`config.mk`:
```
export PLATFORM = sky130hd
export DESIGN_NAME = morph_unit
export DESIGN_NICKNAME = d
export VERILOG_FILES = /design/src/rtl/morph_pkg.sv /design/src/rtl/morph_unit_window.sv /design/src/rtl/morph_unit.sv
export SDC_FILE = /design/constraint.sdc
export NUM_CORES = 2
export LEC_CHECK = 0
export CORE_ASPECT_RATIO = 1.1
export CORE_MARGIN = 10
export CORE_UTILIZATION = 41
export DETAILED_ROUTE_END_ITERATION = 10
export PLACE_DENSITY = 0.59
export SLEW_MARGIN = 20
export SYNTH_ARGS = -nofsm -noshare
export SYNTH_HDL_FRONTEND = slang
export SYNTH_SLANG_ARGS = --single-unit
```
`constraint.sdc`:
```
create_clock -name clk -period 41.9 [get_ports clk]
set_input_delay 8.38 -clock clk [delete_from_list [all_inputs] [get_ports clk]]
set_output_delay 8.38 -clock clk [all_outputs]
set_load 0.1 [all_outputs]
```
`src/rtl/morph_pkg.sv`:
```
// Shared types and helpers for the morph_unit grayscale morphology stage.
package morph_pkg;

  typedef enum logic {
    MORPH_ERODE  = 1'b0,
    MORPH_DILATE = 1'b1
  } morph_mode_t;

  typedef enum logic [1:0] {
    S_IDLE,
    S_SCAN,
    S_OUT
  } morph_state_t;

  // Wide signed carrier so the helpers work for any accumulator width up to 63 bits.
  localparam int MORPH_MAX_W = 64;
  typedef logic signed [MORPH_MAX_W-1:0] morph_wide_t;

  // Largest value of a w-bit signed number: erosion accumulator start value.
  function automatic morph_wide_t morph_acc_max(input int w);
    return (morph_wide_t'(1) <<< (w - 1)) - morph_wide_t'(1);
  endfunction

  // Smallest value of a w-bit signed number: dilation accumulator start value.
  function automatic morph_wide_t morph_acc_min(input int w);
    return -(morph_wide_t'(1) <<< (w - 1));
  endfunction

  // Clamp a wide signed value into the signed range of a dw-bit sample.
  function automatic morph_wide_t morph_sat(input morph_wide_t v, input int dw);
    morph_wide_t hi;
    morph_wide_t lo;
    hi = morph_acc_max(dw);
    lo = morph_acc_min(dw);
    if (v > hi) return hi;
    if (v < lo) return lo;
    return v;
  endfunction

endpackage

```
`src/rtl/morph_unit_window.sv`:
```
// Sample window for morph_unit: newest-first shift register, saturating fill
// counter with end-of-record clear, and a combinational indexed read port.
module morph_window #(
  parameter int DATA_WIDTH   = 16,
  parameter int KERNEL_WIDTH = 71,
  parameter int IDX_W        = $clog2(KERNEL_WIDTH),
  parameter int FILL_W       = $clog2(KERNEL_WIDTH + 1)
) (
  input  logic                         clk,
  input  logic                         rst,
  input  logic                         push,
  input  logic                         clear,
  input  logic signed [DATA_WIDTH-1:0] din,
  input  logic        [IDX_W-1:0]      rd_idx,
  output logic signed [DATA_WIDTH-1:0] rd_data,
  output logic        [FILL_W-1:0]     fill
);

  logic signed [DATA_WIDTH-1:0] taps [KERNEL_WIDTH];

  // Shift the new sample into tap 0 and track how many taps hold record data.
  // NOTE: sequential state uses non-blocking assignments so every tap reads the
  // pre-edge value of its neighbour; blocking here would collapse the shift chain.
  always_ff @(posedge clk) begin
    if (rst) begin
      // NOTE: the taps are reset because the window must come up cleared; a
      // plain data memory with no such need would normally be left unreset.
      for (int i = 0; i < KERNEL_WIDTH; i++) taps[i] <= '0;
      fill <= '0;
    end else begin
      if (push) begin
        taps[0] <= din;
        for (int i = 1; i < KERNEL_WIDTH; i++) taps[i] <= taps[i-1];
        if (fill != FILL_W'(KERNEL_WIDTH)) fill <= fill + FILL_W'(1);
      end
      if (clear) fill <= '0;
    end
  end

  // Indexed read; the caller only presents indices below KERNEL_WIDTH.
  assign rd_data = taps[rd_idx];

endmodule

```
`src/rtl/morph_unit.sv`:
```
// morph_unit: one erosion (mode=0) or dilation (mode=1) per input sample over a
// partial-then-full window, kernel taps fetched from a registered external LUT.
// Build option: define MORPH_SATURATE_EN to clamp results to the sample range;
// otherwise the low DATA_WIDTH bits are kept (two's-complement wrap).
module morph_unit
  import morph_pkg::*;
#(
  parameter int DATA_WIDTH        = 16,
  parameter int KERNEL_WIDTH      = 71,
  parameter int KERNEL_DATA_WIDTH = 8,
  parameter int INTERNAL_WIDTH    = 17
) (
  input  logic                                clk,
  input  logic                                rst,
  input  logic                                mode,
  input  logic signed [DATA_WIDTH-1:0]        axis_in_tdata,
  input  logic                                axis_in_tvalid,
  input  logic                                axis_in_tlast,
  output logic                                axis_in_tready,
  output logic signed [DATA_WIDTH-1:0]        axis_out_tdata,
  output logic                                axis_out_tvalid,
  output logic                                axis_out_tlast,
  input  logic                                axis_out_tready,
  output logic [$clog2(KERNEL_WIDTH)-1:0]     kernel_lut_address,
  input  logic signed [KERNEL_DATA_WIDTH-1:0] kernel_lut_data
);

  localparam int AW = $clog2(KERNEL_WIDTH);
  localparam int FW = $clog2(KERNEL_WIDTH + 1);
  localparam int IW = INTERNAL_WIDTH;

  localparam morph_wide_t ACC_MAX_W = morph_acc_max(IW);
  localparam morph_wide_t ACC_MIN_W = morph_acc_min(IW);
  localparam logic signed [IW-1:0] ACC_MAX = ACC_MAX_W[IW-1:0];
  localparam logic signed [IW-1:0] ACC_MIN = ACC_MIN_W[IW-1:0];

  morph_state_t                 state;
  morph_mode_t                  mode_q;
  logic                         last_q;
  logic        [FW-1:0]         cnt;    // SCAN cycle index; LUT word for tap cnt-1 arrives now
  logic        [AW-1:0]         tap_d;  // address presented last cycle
  logic signed [IW-1:0]         acc;
  logic signed [IW-1:0]         acc_next;
  logic signed [IW-1:0]         w_ext;
  logic signed [IW-1:0]         k_ext;
  logic signed [IW-1:0]         cand;
  logic signed [DATA_WIDTH-1:0] result;
  logic signed [DATA_WIDTH-1:0] win_data;
  logic        [FW-1:0]         fill;
  logic                         in_hs;
  logic                         out_hs;

  assign in_hs  = (state == S_IDLE) && axis_in_tready && axis_in_tvalid;
  assign out_hs = (state == S_OUT) && axis_out_tvalid && axis_out_tready;

  morph_window #(
    .DATA_WIDTH  (DATA_WIDTH),
    .KERNEL_WIDTH(KERNEL_WIDTH)
  ) u_window (
    .clk    (clk),
    .rst    (rst),
    .push   (in_hs),
    .clear  (out_hs && last_q),
    .din    (axis_in_tdata),
    .rd_idx (tap_d),
    .rd_data(win_data),
    .fill   (fill)
  );

`ifdef MORPH_SATURATE_EN
  morph_wide_t sat_w;
`endif

  // Combine the arriving LUT word with its window tap and fold it into the running min/max.
  always_comb begin
    // NOTE: every combinational output gets a default first so no path leaves it
    // unassigned, which would otherwise infer a latch.
    acc_next = acc;
    w_ext    = {{(IW - DATA_WIDTH){win_data[DATA_WIDTH-1]}}, win_data};
    k_ext    = {{(IW - KERNEL_DATA_WIDTH){kernel_lut_data[KERNEL_DATA_WIDTH-1]}}, kernel_lut_data};
    cand     = (mode_q == MORPH_DILATE) ? (w_ext + k_ext) : (w_ext - k_ext);
    if (mode_q == MORPH_DILATE) begin
      if (cand > acc) acc_next = cand;
    end else begin
      if (cand < acc) acc_next = cand;
    end
  end

  // Narrow the accumulator to the output sample width.
  always_comb begin
`ifdef MORPH_SATURATE_EN
    sat_w  = morph_sat(morph_wide_t'(acc_next), DATA_WIDTH);
    result = sat_w[DATA_WIDTH-1:0];
`else
    result = acc_next[DATA_WIDTH-1:0];
`endif
  end

  // Control FSM: accept a sample, scan taps 0..f-1 through the LUT, hold the result until taken.
  always_ff @(posedge clk) begin
    if (rst) begin
      state              <= S_IDLE;
      axis_in_tready     <= 1'b0;
      axis_out_tvalid    <= 1'b0;
      axis_out_tdata     <= '0;
      axis_out_tlast     <= 1'b0;
      kernel_lut_address <= '0;
      cnt                <= '0;
      tap_d              <= '0;
      acc                <= '0;
      mode_q             <= MORPH_ERODE;
      last_q             <= 1'b0;
    end else begin
      case (state)
        S_IDLE: begin
          if (axis_in_tready && axis_in_tvalid) begin
            axis_in_tready     <= 1'b0;
            mode_q             <= morph_mode_t'(mode);
            last_q             <= axis_in_tlast;
            acc                <= mode ? ACC_MIN : ACC_MAX;
            kernel_lut_address <= '0;
            cnt                <= '0;
            state              <= S_SCAN;
          end else begin
            axis_in_tready <= 1'b1;
          end
        end
        S_SCAN: begin
          tap_d <= kernel_lut_address;
          cnt   <= cnt + FW'(1);
          if (cnt != '0) acc <= acc_next;
          if (int'(cnt) + 1 < int'(fill)) kernel_lut_address <= AW'(cnt + FW'(1));
          else                            kernel_lut_address <= '0;
          if (cnt == fill) begin
            axis_out_tvalid <= 1'b1;
            axis_out_tdata  <= result;
            axis_out_tlast  <= last_q;
            state           <= S_OUT;
          end
        end
        S_OUT: begin
          if (axis_out_tready) begin
            axis_out_tvalid <= 1'b0;
            axis_in_tready  <= 1'b1;
            state           <= S_IDLE;
          end
        end
        default: state <= S_IDLE;
      endcase
    end
  end

endmodule

```
### After elaboration in Yosys (flattened, before gate mapping)

Memory sizes are Yosys's and may differ from the RTL's. A register that Yosys moved wholly into a read port is not among the register bits.
Cells that the tools add are included.

| operators by class | value |
|---|---|
| equality and inequality tests | 10 |
| add/sub/neg operators | 5 |
| mux-type cells | 100 |
| bitwise gates (word level) | 71 |
| $lt $le $gt $ge | 3 |
| reductions and logical operators | 21 |

Operators by type and width:

| kind | count |
|---|---|
| 16-bit two-way mux | 71 |
| 17-bit two-way mux | 7 |
| 1-bit OR | 71 |
| 17-bit case mux with 2 select lines | 1 |
| 7-bit two-way mux | 4 |
| 7-bit case mux with 2 select lines | 2 |
| 16-bit by 8-bit adder with 17-bit output | 1 |
| 17-bit > comparator | 1 |
| 17-bit < comparator | 1 |
| 16-bit by 8-bit subtractor with 17-bit output | 1 |
| 7-bit by 1-bit adder with 7-bit output, second input constant | 2 |
| 2-bit AND reduction | 5 |
| 1-bit two-way mux | 9 |
| 3-bit AND reduction | 3 |
| 7-bit by 1-bit adder with 8-bit output, second input constant | 1 |
| 8-bit by 7-bit < comparator with 1-bit output | 1 |
| 7-bit == test | 1 |
| 7-bit inequality test, second input constant | 1 |
| 7-bit nonzero test | 1 |
| 1-bit logical AND | 6 |
| 2-bit two-way mux | 3 |
| 2-bit inequality test, second input constant | 3 |
| 3-bit inequality test, second input constant | 2 |
| 2-bit case mux with 3 select lines | 1 |
| other kinds (8) | 11 |

| storage, ports and cells | value |
|---|---|
| input bits | 30 |
| flip-flop bits (word level) | 68 |
| bits in writable memories | 1136 |
| logic and storage cells | 224 |
| output and inout port bits | 26 |
| memories | 1 |

Memory list:

| memory | depth | width | rd ports | clocked after Yosys merged registers in | write ports | line | source |
|---|---|---|---|---|---|---|---|
| u_window.taps | 71 | 16 | 71 | 1 | 71 | morph_unit_window.sv:19 | `logic signed [DATA_WIDTH-1:0] taps [KERNEL_WIDTH];` |

### Logic depth before layout (Yosys ltp)

| logic depth | value |
|---|---|
| word-level depth | 7 |
| gate-level depth with buffers | 29 |
| mapped depth without buffers | 23 |

### Hierarchy

From an unflattened synthesis, not the netlist that was laid out.

| second synthesis, totals | value |
|---|---|
| cells, all modules | 3975 |
| area, all modules | 56062.5 µm² |

Modules (own cells, without submodules):

| module | area each (µm²) | cells an instance | times used | sequential area each (µm²) |
|---|---|---|---|---|
| morph_window | 51819.7 | 3434 | 1 | 34252.9 |
| morph_unit | 4242.8 | 541 | 1 | 1221.2 |

### Worst setup path after synthesis

No wires, ideal clock.

| path | value |
|---|---|
| kind | in2reg |
| from | input port axis_in_tvalid |
| to | memory u_window.taps[0][0] (enable) |
| stages | 4 |
| required time | 34.113 ns |
| path slack | 6.868 ns |
| buffers on the path | 1 |
| arrival | 27.244 ns |
| setup time | 7.787 ns |
| cell sequence | nand2_1 -> or3_1 -> clkbuf_1 -> nand2_1 |

RTL lines:

| element | line | source |
|---|---|---|
| start, declared | morph_unit.sv:17 | `input logic axis_in_tvalid,` |
| end, declared | morph_unit_window.sv:19 |  |

### Worst setup path in the final report

| path | value |
|---|---|
| from | input port kernel_lut_data[3] |
| to | register acc[13] |

| on the way | value |
|---|---|
| word-level cells in the longest chain between the ends | 7 |
| elaborated cells between the ends (all ways) | 10 |
| classes of those cells | add/sub (2); order compare (2); mux (6) |

RTL lines:

| element | line | source |
|---|---|---|
| start, declared | morph_unit.sv:25 | `input logic signed [KERNEL_DATA_WIDTH-1:0] kernel_lut_data` |
| 16-bit by 8-bit subtractor with 17-bit output or 16-bit by 8-bit adder with 17-bit output (tied branches) | morph_unit.sv:81 | `cand = (mode_q == MORPH_DILATE) ? (w_ext + k_ext) : (w_ext - k_ext);` |
| 17-bit two-way mux (*) | morph_unit.sv:81 |  |
| 17-bit < comparator or 17-bit > comparator (tied branches) | morph_unit.sv:85, morph_unit.sv:83 |  |
| 17-bit two-way mux (on tied branches) | morph_unit.sv:85, morph_unit.sv:83 |  |
| 17-bit two-way mux (*) | morph_unit.sv:82 | `if (mode_q == MORPH_DILATE) begin` |
| 17-bit two-way mux (*) | morph_unit.sv:131 | `if (cnt != '0) acc <= acc_next;` |
| 17-bit case mux with 2 select lines (*) | morph_unit.sv:114 | `case (state)` |
| end signal, assigned | morph_unit.sv:120 | `acc <= mode ? ACC_MIN : ACC_MAX;` |
| end signal, assigned | morph_unit.sv:131 |  |
| end, declared | morph_unit.sv:42 | `logic signed [IW-1:0] acc;` |

Mark *: on every way between the ends. The rest lies on a longest branch, timed or not. The select of a mux whose other input is x is not followed.
A chain may end at the register's enable or synchronous reset.

==> run_results.csv <==
group,metric,value,unit
status,outcome,"completed",
setup_path,cpMostUsedCell,"ha_1",
setup_path,critPathBufInv,2,
clock_network,ctsLongestPathBuffers,3,
clock_network,cts-root-buf,"clkbuf_16",
final_layout,final_cell_mix,"edfxtp_1, and2_1, mux4_2, clkbuf_16, nor2b_1",
worst_hold_path,hp-class,"flip-flop to flip-flop",
power_and_ir_drop,powerDensity,46.0,nW/um^2
final_layout,layout-drive-gt1-share,16.5,%
placed_design,preCtsSetupSlack,25760,ps
sta,fmax,64.3,MHz
sta,worst-slew-pin-transition,1190,ps
clock_network,post_cts_buffers,0,
die,die_area,150000,um^2
sta,rsz0062_at_grt,"false",
final_layout,layout_commonest_cell,"edfxtp_1",
yosys,yosysTopAreaCellShare,61.7,%
drt,drt-pass1-iter-count,5,
die,initial_core_util,41.2,%
global_routing,grtUsageMet2,21.6,%
power_and_ir_drop,max-vdd-ir-drop,0.0000363,V
yosys,yosysUniqueCellTypes,55,
yosys,synth_edf_count,1136,
setup_path,reg2reg_slack,31050,ps
clock_network,cts-resized-gates,0,
flow_run,maxCapViolCount,0,
global_routing,grt_use_met1,21.1,%
sta,relSlewSlack,21.0,%
sta,finalClockSkew,18.3,ps
final_layout,final_core_util,45.9,%
placed_design,gp_congestion,0.765,
drt,finalWirelength,107000,um
setup_path,slowest_delay,820,ps
drt,drt-wirelength-per-cell,19.9,um
yosys,synth_nets,3580,
die,die_h,405,um
global_routing,use_met3,2.54,%
clock_network,clkTransAtPathRegs,60,ps
global_routing,grt_pass1_wl,172000,um
final_layout,syn_to_final_growth,11.4,%
sta,min_period_over_period,37.1,%
drt,vias_per_cell,5.25,
yosys,synthCells,3503,
yosys,ys.flop_type,"edfxtp_1",
drt,drtAntennaViolNets,0,
setup_path,crit_path_end,"acc[13]",
drt,drt_iter0_markers,2615,
clock_network,cts_tree,"done",
yosys,syn_avg_cell_area,15.8,um^2
setup_path,cp.depth,22,
setup_path,slowest_stage,"nand2_1",
yosys,async_flop_share,0,%
clock_network,hold_buffers,0,
sta,tns,0,ps
die,core_region_area,134000,um^2
setup_path,cp.required,42520,ps
setup_path,reg2reg_depth,25,
clock_network,cts.sinks,1211,
sta,finalSetupViolCount,0,
final_layout,antennaDiodeCount,0,
placed_design,portBuffers,55,
setup_path,critPathLaunch,"kernel_lut_data[3]",
yosys,ys_warn_count,0,
drt,drc,0,
power_and_ir_drop,power.leakage,21.5,nW
setup_path,cp_top_family,"simple AND/OR/NAND/NOR gates",
sta,final_hold_viol_count,0,
die,die_w,370,um
sta,setup_slack,26350,ps
yosys,ys_seq_area_share,64.4,%
die,io_pins,56,
die,fp-row-count,141,
yosys,yosysTopAreaCell,"edfxtp_1",
final_layout,final_net_count,3572,
global_routing,grt_overflow,0,
setup_path,r2r_end,"acc[13]",
setup_path,cp-end-kind,"flip-flop",
clock_network,cts-buffers-inserted,132,
setup_path,path_class,"input port to flip-flop",
yosys,ys_ff_latch,1211,
global_routing,antenna_found_initial,4,
global_routing,grt_pass1_vias,28975,
placed_design,hpwl,59500,um
clock_network,clk_latency,730,ps
drt,vias,28273,
sta,slew_viol_final,0,
setup_path,start_kind,"input port",
setup_path,crit_arrival,16170,ps
global_routing,grt_busiest_layer,"met2",
sta,min_period,15550,ps
setup_path,crit_fanout,17,
setup_path,path_cells,"clkdlybuf4s50_1 -> or4_1 -> nor4_1 -> inv_1 -> ha_1 -> o21ai_0 -> ha_1 -> nand2_1 -> o311ai_0 -> a311oi_1 -> o211ai_1 -> o41ai_1 -> or3_1 -> ha_1 -> nand3_1 -> nor4_1 -> o31ai_1 -> o211ai_1 -> nand4_1 -> nand2_1 -> nand3_1 -> o221a_2",
global_routing,grt.total_usage,14.3,%
yosys,synth.area.top_cells,"edfxtp_1, mux4_2, and2_1",
final_layout,fill_cells,11630,
yosys,synth_area,55300,um^2
clock_network,h-tree-depth,4,
global_routing,grt_max_degree,291,
-- final cells by class --
class	instances	area (um^2)	area share, %
Sequential cell	1211	35600	57.8
Multi-Input combinational cell	2010	18500	30.1
Clock buffer	175	3590	5.83
Tap cell	1787	2240	3.63
Timing Repair Buffer	98	958	1.56
Clock inverter	60	493	0.800
Inverter	42	158	0.256
-- how the worst min path moves through the flow --
| stage | slack, ps | to | cells past startpoint | start |
|---|---|---|---|---|
| 2_1_floorplan | 440 | flip-flop | 2 | tap_d[0] |
| 3_3_place_gp | 440 | flip-flop | 2 | tap_d[2] |
| 3_5_place_dp | 440 | flip-flop | 2 | tap_d[3] |
| 4_1_cts | 450 | flip-flop | 2 | tap_d[5] |
| 5_1_grt | 480 | flip-flop | 2 | tap_d[5] |
| 6_report | 450 | flip-flop | 2 | tap_d[5] |
-- per-layer routing --
| metal | routed length (um) | up-vias |
|---|---|---|
| met4 | 2170 | 0 |
| met1 | 52300 | 14649 |
| met3 | 3950 | 159 |
| met2 | 48900 | 423 |
| li1 | - | 13042 |
| met5 | 0 | - |
-- sequential cells by signal (all words and copies together) (netlist names), named ones only --
register / cells
acc: 17
axis_out_tvalid: 1
tap_d: 7
mode_q: 1
kernel_lut_address: 7
axis_out_tdata: 16
u_window.taps: 1136
u_window.fill: 7
axis_out_tlast: 1
axis_in_tready: 1
state: 2
last_q: 1
cnt: 7
-- per-stage QoR --
stage,area [um^2],cells,total power (W),hold slack [ps]
global placement,57500,5148,0.00174,438
detailed placement,57500,5148,0.00174,444
floorplan,55300,3503,0.00178,436
global route,61600,5383,0.00295,476
CTS,61600,5383,0.00287,455
finish,61600,5383,0.00283,450
-- synthesized netlist by cell type, types with 4 or more instances --
master and instances:
a31oi_1 9, nor2b_1 86, and2_1 1058, a21oi_1 59, o21ai_0 39, nand2_1 68, a211oi_1 16, clkbuf_1 187
xor2_1 15, nor3_1 6, a21o_1 8, buf_6 9, nand3_1 16, o21a_1 9, o221a_2 13, nand3b_1 4
nand4_1 11, buf_2 26, nor2_1 65, edfxtp_1 1136, nand2b_1 7, buf_1 16, nor4_1 8, o31ai_1 4
mux4_2 348, xnor2_1 21, inv_1 42, mux2i_1 54, dfxtp_1 75, ha_1 46
-- worst register-to-register path, cell delays in order, from the launching register on --
cell and delay (ps):
dfxtp_4 810, buf_12 480, buf_4 720, buf_4 810
mux4_2 690, mux4_2 500, mux4_2 560, nor2_1 120
a21oi_1 160, ha_1 470, o21a_1 180, a21oi_1 150
o311ai_0 680, a311oi_1 240, o211ai_1 210, o41ai_1 110
or3_1 430, ha_1 310, nand3_1 120, nor4_1 410
o31ai_1 150, o211ai_1 130, nand4_1 260, nand2_1 820
nand3_1 690, o221a_2 510
-- kinds of logic after synthesis --
kind of cell | count (synthesis) | synth area share, %
AO/OA/AOI/OAI | 179 | 2.08
XOR/XNOR | 36 | 0.570
adder cells (fa/ha/maj) | 47 | 1.08
buffers and inverters | 282 | 2.11
flip-flops | 1211 | 64.4
multiplexers | 405 | 15.2
AND/OR/NAND/NOR | 1343 | 14.6
-- power breakdown --
group	internal, W	switching, W
combinational	0.0000919	0.000138
clock	0.000650	0.000470
sequential	0.00144	0.0000478
(Power assumes the default switching activity.)
